`src/rtl/uart_ram_loader.sv`:
```
// uart_ram_loader: receives an 8N1 UART image, packs byte pairs into 16-bit words
// and writes them to RAM from address 0, then raises a sticky completion flag.
module uart_ram_loader #(
    parameter int CLKS_PER_BIT = 868,
    parameter int ADDR_W       = 16,
    parameter int WORD_COUNT   = 256
) (
    input  logic              clk,
    input  logic              rst,
    input  logic              rx,
    output logic [ADDR_W-1:0] ram_addr,
    output logic [15:0]       ram_wdata,
    output logic              ram_we,
    output logic              completed,
    output logic              frame_err
);
    localparam int TW = $clog2(CLKS_PER_BIT);
    localparam int CW = $clog2(WORD_COUNT + 1);

    typedef enum logic [1:0] {IDLE, START, DATA, STOP} state_t;

    state_t            state_q, state_d;
    logic              rx_meta_q, rx_sync_q;
    logic [TW-1:0]     timer_q, timer_d;
    logic [2:0]        bit_q, bit_d;
    logic [7:0]        shift_q, shift_d, low_q, low_d;
    logic              phase_q, phase_d;
    logic [ADDR_W-1:0] addr_q, addr_d;
    logic [15:0]       wdata_q, wdata_d;
    logic              we_q, we_d, done_q, done_d, ferr_q, ferr_d;
    logic [CW-1:0]     wcnt_q, wcnt_d;
    logic              last_w, tick_w, half_w;

    assign last_w = we_q && wcnt_q == CW'(WORD_COUNT - 1);
    assign tick_w = timer_q == TW'(CLKS_PER_BIT - 1);
    assign half_w = timer_q == TW'(CLKS_PER_BIT / 2 - 1);

    always_ff @(posedge clk or posedge rst) begin
        if (rst) begin
            rx_meta_q <= 1'b1;
            rx_sync_q <= 1'b1;
            state_q   <= IDLE;
            timer_q   <= '0;
            bit_q     <= '0;
            shift_q   <= '0;
            low_q     <= '0;
            phase_q   <= 1'b0;
            addr_q    <= '0;
            wdata_q   <= '0;
            we_q      <= 1'b0;
            done_q    <= 1'b0;
            ferr_q    <= 1'b0;
            wcnt_q    <= '0;
        end else begin
            rx_meta_q <= rx;
            rx_sync_q <= rx_meta_q;
            state_q   <= state_d;
            timer_q   <= timer_d;
            bit_q     <= bit_d;
            shift_q   <= shift_d;
            low_q     <= low_d;
            phase_q   <= phase_d;
            addr_q    <= addr_d;
            wdata_q   <= wdata_d;
            we_q      <= we_d;
            done_q    <= done_d;
            ferr_q    <= ferr_d;
            wcnt_q    <= wcnt_d;
        end
    end

    always_comb begin
        state_d = state_q;
        timer_d = timer_q + TW'(1);
        bit_d   = bit_q;
        shift_d = shift_q;
        low_d   = low_q;
        phase_d = phase_q;
        addr_d  = addr_q;
        wdata_d = wdata_q;
        we_d    = 1'b0;
        done_d  = done_q;
        ferr_d  = 1'b0;
        wcnt_d  = wcnt_q;
        case (state_q)
            IDLE: begin
                timer_d = '0;
                state_d = rx_sync_q ? IDLE : START;
            end
            START: if (half_w) begin
                timer_d = '0;
                bit_d   = '0;
                state_d = rx_sync_q ? IDLE : DATA;
            end
            DATA: if (tick_w) begin
                timer_d = '0;
                shift_d = {rx_sync_q, shift_q[7:1]};
                bit_d   = bit_q + 3'd1;
                state_d = bit_q == 3'd7 ? STOP : DATA;
            end
            STOP: if (tick_w) begin
                timer_d = '0;
                state_d = IDLE;
                if (!rx_sync_q) ferr_d = 1'b1;
                else if (!phase_q) begin
                    low_d   = shift_q;
                    phase_d = 1'b1;
                end else begin
                    we_d    = 1'b1;
                    wdata_d = {shift_q, low_q};
                    phase_d = 1'b0;
                end
            end
        endcase
        // Once the last word is issued the receiver is frozen so nothing else reaches the outputs.
        if (done_q || last_w) begin
            state_d = IDLE;
            timer_d = '0;
            we_d    = 1'b0;
            ferr_d  = 1'b0;
            wdata_d = wdata_q;
        end
        if (we_q) begin
            if (last_w) done_d = 1'b1;
            else begin
                addr_d = addr_q + ADDR_W'(1);
                wcnt_d = wcnt_q + CW'(1);
            end
        end
    end

    assign ram_addr  = addr_q;
    assign ram_wdata = wdata_q;
    assign ram_we    = we_q;
    assign completed = done_q;
    assign frame_err = ferr_q;
endmodule

```
`config.mk`:
```
export PLATFORM = sky130hd
export DESIGN_NAME = uart_ram_loader
export DESIGN_NICKNAME = d
export VERILOG_FILES = /design/src/rtl/uart_ram_loader.sv
export SDC_FILE = /design/constraint.sdc
export NUM_CORES = 1
export LEC_CHECK = 0
export CAP_MARGIN = 20
export CORE_MARGIN = 2
export CORE_UTILIZATION = 50
export CTS_CLUSTER_DIAMETER = 100
export CTS_CLUSTER_SIZE = 20
export DETAILED_ROUTE_END_ITERATION = 6
export DONT_BUFFER_PORTS = 1
export PLACE_DENSITY = 0.77
export SYNTH_ARGS = -nofsm -noshare
export SYNTH_HDL_FRONTEND = slang
export SYNTH_SLANG_ARGS = --single-unit
```
`constraint.sdc`:
```
create_clock -name clk -period 2.25 [get_ports clk]
set_input_delay 0.225 -clock clk [delete_from_list [all_inputs] [get_ports clk]]
set_output_delay 0.225 -clock clk [all_outputs]
set_load 0.005 [all_outputs]
```
== Word-level counts from Yosys, hierarchy flattened ==
Cells that the tools add are included.

* Equal/unequal tests: 12
* Bitwise logic cells: 3
* Mux-type cells: 25
* Add/subtract/negate cells: 4
* Reductions and logical operators: 13

{| class="wikitable"
|+ Operators by type and width
! cell !! count
|-
| 10-bit 2-to-1 mux || 3
|-
| 10-bit one-hot mux with 3 select lines || 1
|-
| 16-bit by 1-bit adder with 16-bit output, second input constant || 1
|-
| 1-bit 2-to-1 mux || 12
|-
| 10-bit by 1-bit adder with 10-bit output, second input constant || 1
|-
| 10-bit == test, second input constant || 1
|-
| 10-bit by 9-bit == test with 1-bit output, second input constant || 1
|-
| 2-bit 2-to-1 mux || 5
|-
| 9-bit by 1-bit adder with 9-bit output, second input constant || 1
|-
| 9-bit by 8-bit == test with 1-bit output, second input constant || 1
|-
| 3-bit inequality test, second input constant || 3
|-
| 3-bit AND reduction || 3
|-
| 2-bit one-hot mux with 4 select lines || 1
|-
| 3-bit 2-to-1 mux || 2
|-
| 3-bit one-hot mux with 2 select lines || 1
|-
| 2-bit AND reduction || 3
|-
| 5-bit AND reduction || 1
|-
| 2-bit == test, second input constant || 2
|-
| 2-bit inequality test, second input constant || 2
|-
| 4-bit AND reduction || 1
|-
| 3-bit by 1-bit adder with 3-bit output, second input constant || 1
|-
| 3-bit == test, second input constant || 1
|-
| 1-bit NOT || 3
|-
| 2-bit by 1-bit == test with 1-bit output, second input constant || 1
|-
| 5 further kinds || 5
|}

* Register bits: 78
* Input port bits: 3
* Output and inout port bits: 35
* Word-level logic and storage cells: 71

== Longest topological paths before layout ==
* Word-level depth: 5
* Depth in mapped cells: 9
* Mapped depth without buffers: 9

== Worst setup path after synthesis ==
Ideal clock, no wire load.

* Kind: reg2reg
* Start: register wcnt_q[0]
* End: register wdata_q[0], in the netlist ram_wdata[0]
* Path buffers: 1
* Library setup time: 125 ps
* Arrival time: 2201 ps
* Cell stages (with the launch flop): 10
* Slack: -76 ps
* Path through: dfrtp_1 -> ha_1 -> nand3_1 -> nor2_1 -> ha_1 -> a21oi_1 -> nand2_1 -> nor3_4 -> buf_8 -> mux2_4

* Longest elaborated chain between the ends: 5

{| class="wikitable"
|+ RTL lines
! what !! RTL line !! text
|-
| start, declared || 31 || <nowiki>logic [CW-1:0] wcnt_q, wcnt_d;</nowiki>
|-
| start signal, assigned || 68 || <nowiki>wcnt_q <= wcnt_d;</nowiki>
|-
| 9-bit by 8-bit == test with 1-bit output || 34 || <nowiki>assign last_w = we_q && wcnt_q == CW'(WORD_COUNT - 1);</nowiki>
|-
| 1-bit logical AND || 34 ||
|-
| 1-bit logical OR || 116 || <nowiki>if (done_q || last_w) begin</nowiki>
|-
| 1-bit NOT (no source line) || n/a ||
|-
| 5-bit AND reduction (no source line) || n/a ||
|-
| end signal, assigned || 64 || <nowiki>wdata_q <= wdata_d;</nowiki>
|-
| end, declared || 29 || <nowiki>logic [15:0] wdata_q, wdata_d;</nowiki>
|}

No other way between the ends.
A chain may end at the register's enable or synchronous reset.

== Worst setup path after layout ==
* Start: register wcnt_q[4]
* End: register wdata_q[5], in the netlist ram_wdata[5]

The elaborated chain is that of the path after synthesis.

==> impl_results.md <==
- Post-Route Skew: 5.85 ps
- CP Class: reg -> reg
- H-tree depth: 3
- Yosys reg bits: 78
- # setup viols final: 0
- Total negative slack: 0 ps
- Num CTS Buffers: 9
- Worst vdd ir: 0.345 mV
- Reg area: 1950 sq um
- Synth-to-Final Area Change: 15.2%
- Worst Tran Pin Value: 514 ps
- Required @ worst endpoint: 2480 ps
- Avg Inst Size Synth: 12.8 sq um
- Pins over their slew limit: 0
- Vias: 2110
- Placed cell area: 3600 sq um
- TritonCTS clock tree: done
- Most frequent cells in the layout: dfrtp_1, mux2_2, nor2_1
- CP endpoint kind: flip-flop
- Post-synthesis cell area: 3410 sq um
- Max_cap viols: 0
- Status: finished, final reports clean
- Final period util: 0.954
- Pre-antenna DRT Iters: 4
- Global route overflow: 0
- Clock Latency Late Sink: 350 ps
- CTS max path bufs: 2
- Crit start category: flip-flop
- Power Total: 2.63 mW
- Initial DRC Count: 100
- Synth unique cells: 43
- Seq/Total Area, Yosys: 0.573
- Die W: 86.6 um
- Final Hold Fails: 0
- Port Buf Inserts: 0
- First-pass GRT wire length: 10300 um
- FFs w/ async S/R, synth: 1.00
- Antenna violations before repair: 0
- Area occupied by multi-input gates: 1400 sq um
- Wirelength per Cell: 16.4 um
- Die Area: 7490 sq um
- Syn Inst Count: 266
- CP Max Fanout: 8
- # IOs: 38
- Antenna viol nets, final: 0
- Min-Delay Path Class: reg -> reg
- Cell Pwr Density: 670 nW/um^2
- Lkg Pwr: 1.90 nW
- Layout cells sized above 1: 0.286
- Fillcell total: 520
- DR vias/cell: 5.60
- Worst path arrival time: 2380 ps
- Nets@finish: 302
- Number of clock sinks: 78
- Tmin final: 2150 ps
- Total GRT Usage: 0.177
- Mapped Nets: 276
- Slew HR: 0.657
- Achievable frequency: 466 MHz
- Row cnt: 30
- CTS root buf: clkbuf_8
- Synthesis warning total: 0
- ANT cells: 0
- DR DRC count: 0
- DRT Wirelength: 6170 um
- Unrepaired setup endpoints after global routing: false
- Core area: 6680 sq um
- Initial Utilization: 0.510
- Worst-path clk slew: 80 ps
- Post-DP HPWL: 4210 um
- Routability congestion estimate: 0.849
- Vias in the first global route: 2109
- Most used flip-flop cell after synthesis: dfrtp_1
- Pin count of the biggest net entering global routing: 36
- Commonest non-fill, non-tap cell in the layout: dfrtp_1
- Cell area after layout: 3930 sq um
- Post-synth EDFFs: 0
- Vert. Die Dim: 86.6 um
-- worst max-delay path, cell delays in order, from the launching register on --
cell,delay [ps]
dfrtp_1,410
and3_4,200
nand2_2,70
nor2_1,50
ha_2,210
a21oi_4,180
nand2_2,100
nor3_4,300
clkbuf_16,220
mux2_4,300
-- logic make-up after synthesis --
family	count (synthesis)	share of synthesized area
flops	78	0.573
mux	35	0.126
compound gates	12	0.0231
fa+ha+maj	7	0.0257
buf+inv	14	0.0231
simple gates	89	0.149
xor+xnor	31	0.0797
-- path summary, 6_finish.rpt --
kind	start	end	slack [ps]	cells past startpoint
max	wcnt_q[4]	ram_wdata[5]	100	9
min	rx_meta_q	rx_sync_q	360	0
max reg2reg	wcnt_q[4]	ram_wdata[5]	100	9
min reg2reg	rx_meta_q	rx_sync_q	360	0
max in group asynchronous	rst	rx_sync_q	1160	3
min in group asynchronous	rst	ram_wdata[1]	370	2
-- synthesized netlist by cell type, types with 2 or more instances --
library cell / instances / area [sq um]
or3_1: 3 / 18.8
mux2_4: 10 / 150
inv_1: 7 / 26.3
nand3b_1: 2 / 15.0
dfrtp_1: 76 / 1900
nand2b_1: 2 / 12.5
mux2_2: 24 / 270
buf_6: 2 / 22.5
nor2b_1: 3 / 18.8
a21oi_1: 4 / 20.0
o21ai_0: 3 / 15.0
nand3_1: 12 / 60.1
ha_1: 7 / 87.6
clkbuf_1: 3 / 11.3
xor2_1: 13 / 114
nor2_1: 22 / 82.6
xnor2_1: 18 / 158
nand4_1: 11 / 68.8
nor4_1: 2 / 12.5
o211ai_1: 2 / 15.0
nand2_1: 13 / 48.8
nor3_4: 2 / 32.5
dfstp_2: 2 / 52.6
or4_1: 2 / 15.0
and3_1: 3 / 18.8
-- sequential cells by signal, summed over array words and instances, names as in the netlist --
name	flops
bit_q	3
completed	1
frame_err	1
low_q	8
phase_q	1
ram_addr	16
ram_wdata	16
ram_we	1
rx_meta_q	1
rx_sync_q	1
shift_q	8
state_q	2
timer_q	10
wcnt_q	9
-- what timing repair did --
action	4_1_cts	5_1_grt
endpoints found under the setup margin	0	8
resized for setup	0	6
hold buffers	2	0
setup buffers	0	3
hold endpoints to repair	23	0
-- stage by stage --
| stage | utilization | setup WS [ps] | hold WS [ps] | instances |
|---|---|---|---|---|
| finish | 0.588 | 104 | 359 | 377 |
| global route | 0.588 | 1.48 | 362 | 377 |
| CTS | 0.577 | 75.9 | 361 | 373 |
| detailed placement | 0.540 | 101 | 174 | 355 |
| global placement | 0.540 | 127 | 159 | 355 |
| floorplan | - | 23.9 | 229 | 266 |
-- per-layer routing --
layer,vias to the layer above,part of all wire,track usage
li1,983,-,-
met1,1078,0.45,0.233
met3,8,0.043,0.0476
met4,0,0.016,0.0795
met5,-,0,0
met2,41,0.49,0.278
-- final cells by class --
| cell class | count | share of cell area |
|---|---|---|
| flip-flops and latches | 78 | 0.498 |
| clock inverters | 5 | 0.0207 |
| inverters | 7 | 0.00669 |
| well taps | 80 | 0.0255 |
| multi-input cells | 174 | 0.357 |
| repair buffers | 22 | 0.0542 |
| clock buffers | 11 | 0.0385 |
-- power breakdown --
part,internal [mW],switching [mW],leakage (nW)
Combinational,0.00718,0.0276,0.720
Sequential,1.40,0.00165,1.07
Clock,0.685,0.505,0.116
Total,2.10,0.534,1.90
Note: power is estimated with default switching activity, not from simulation.
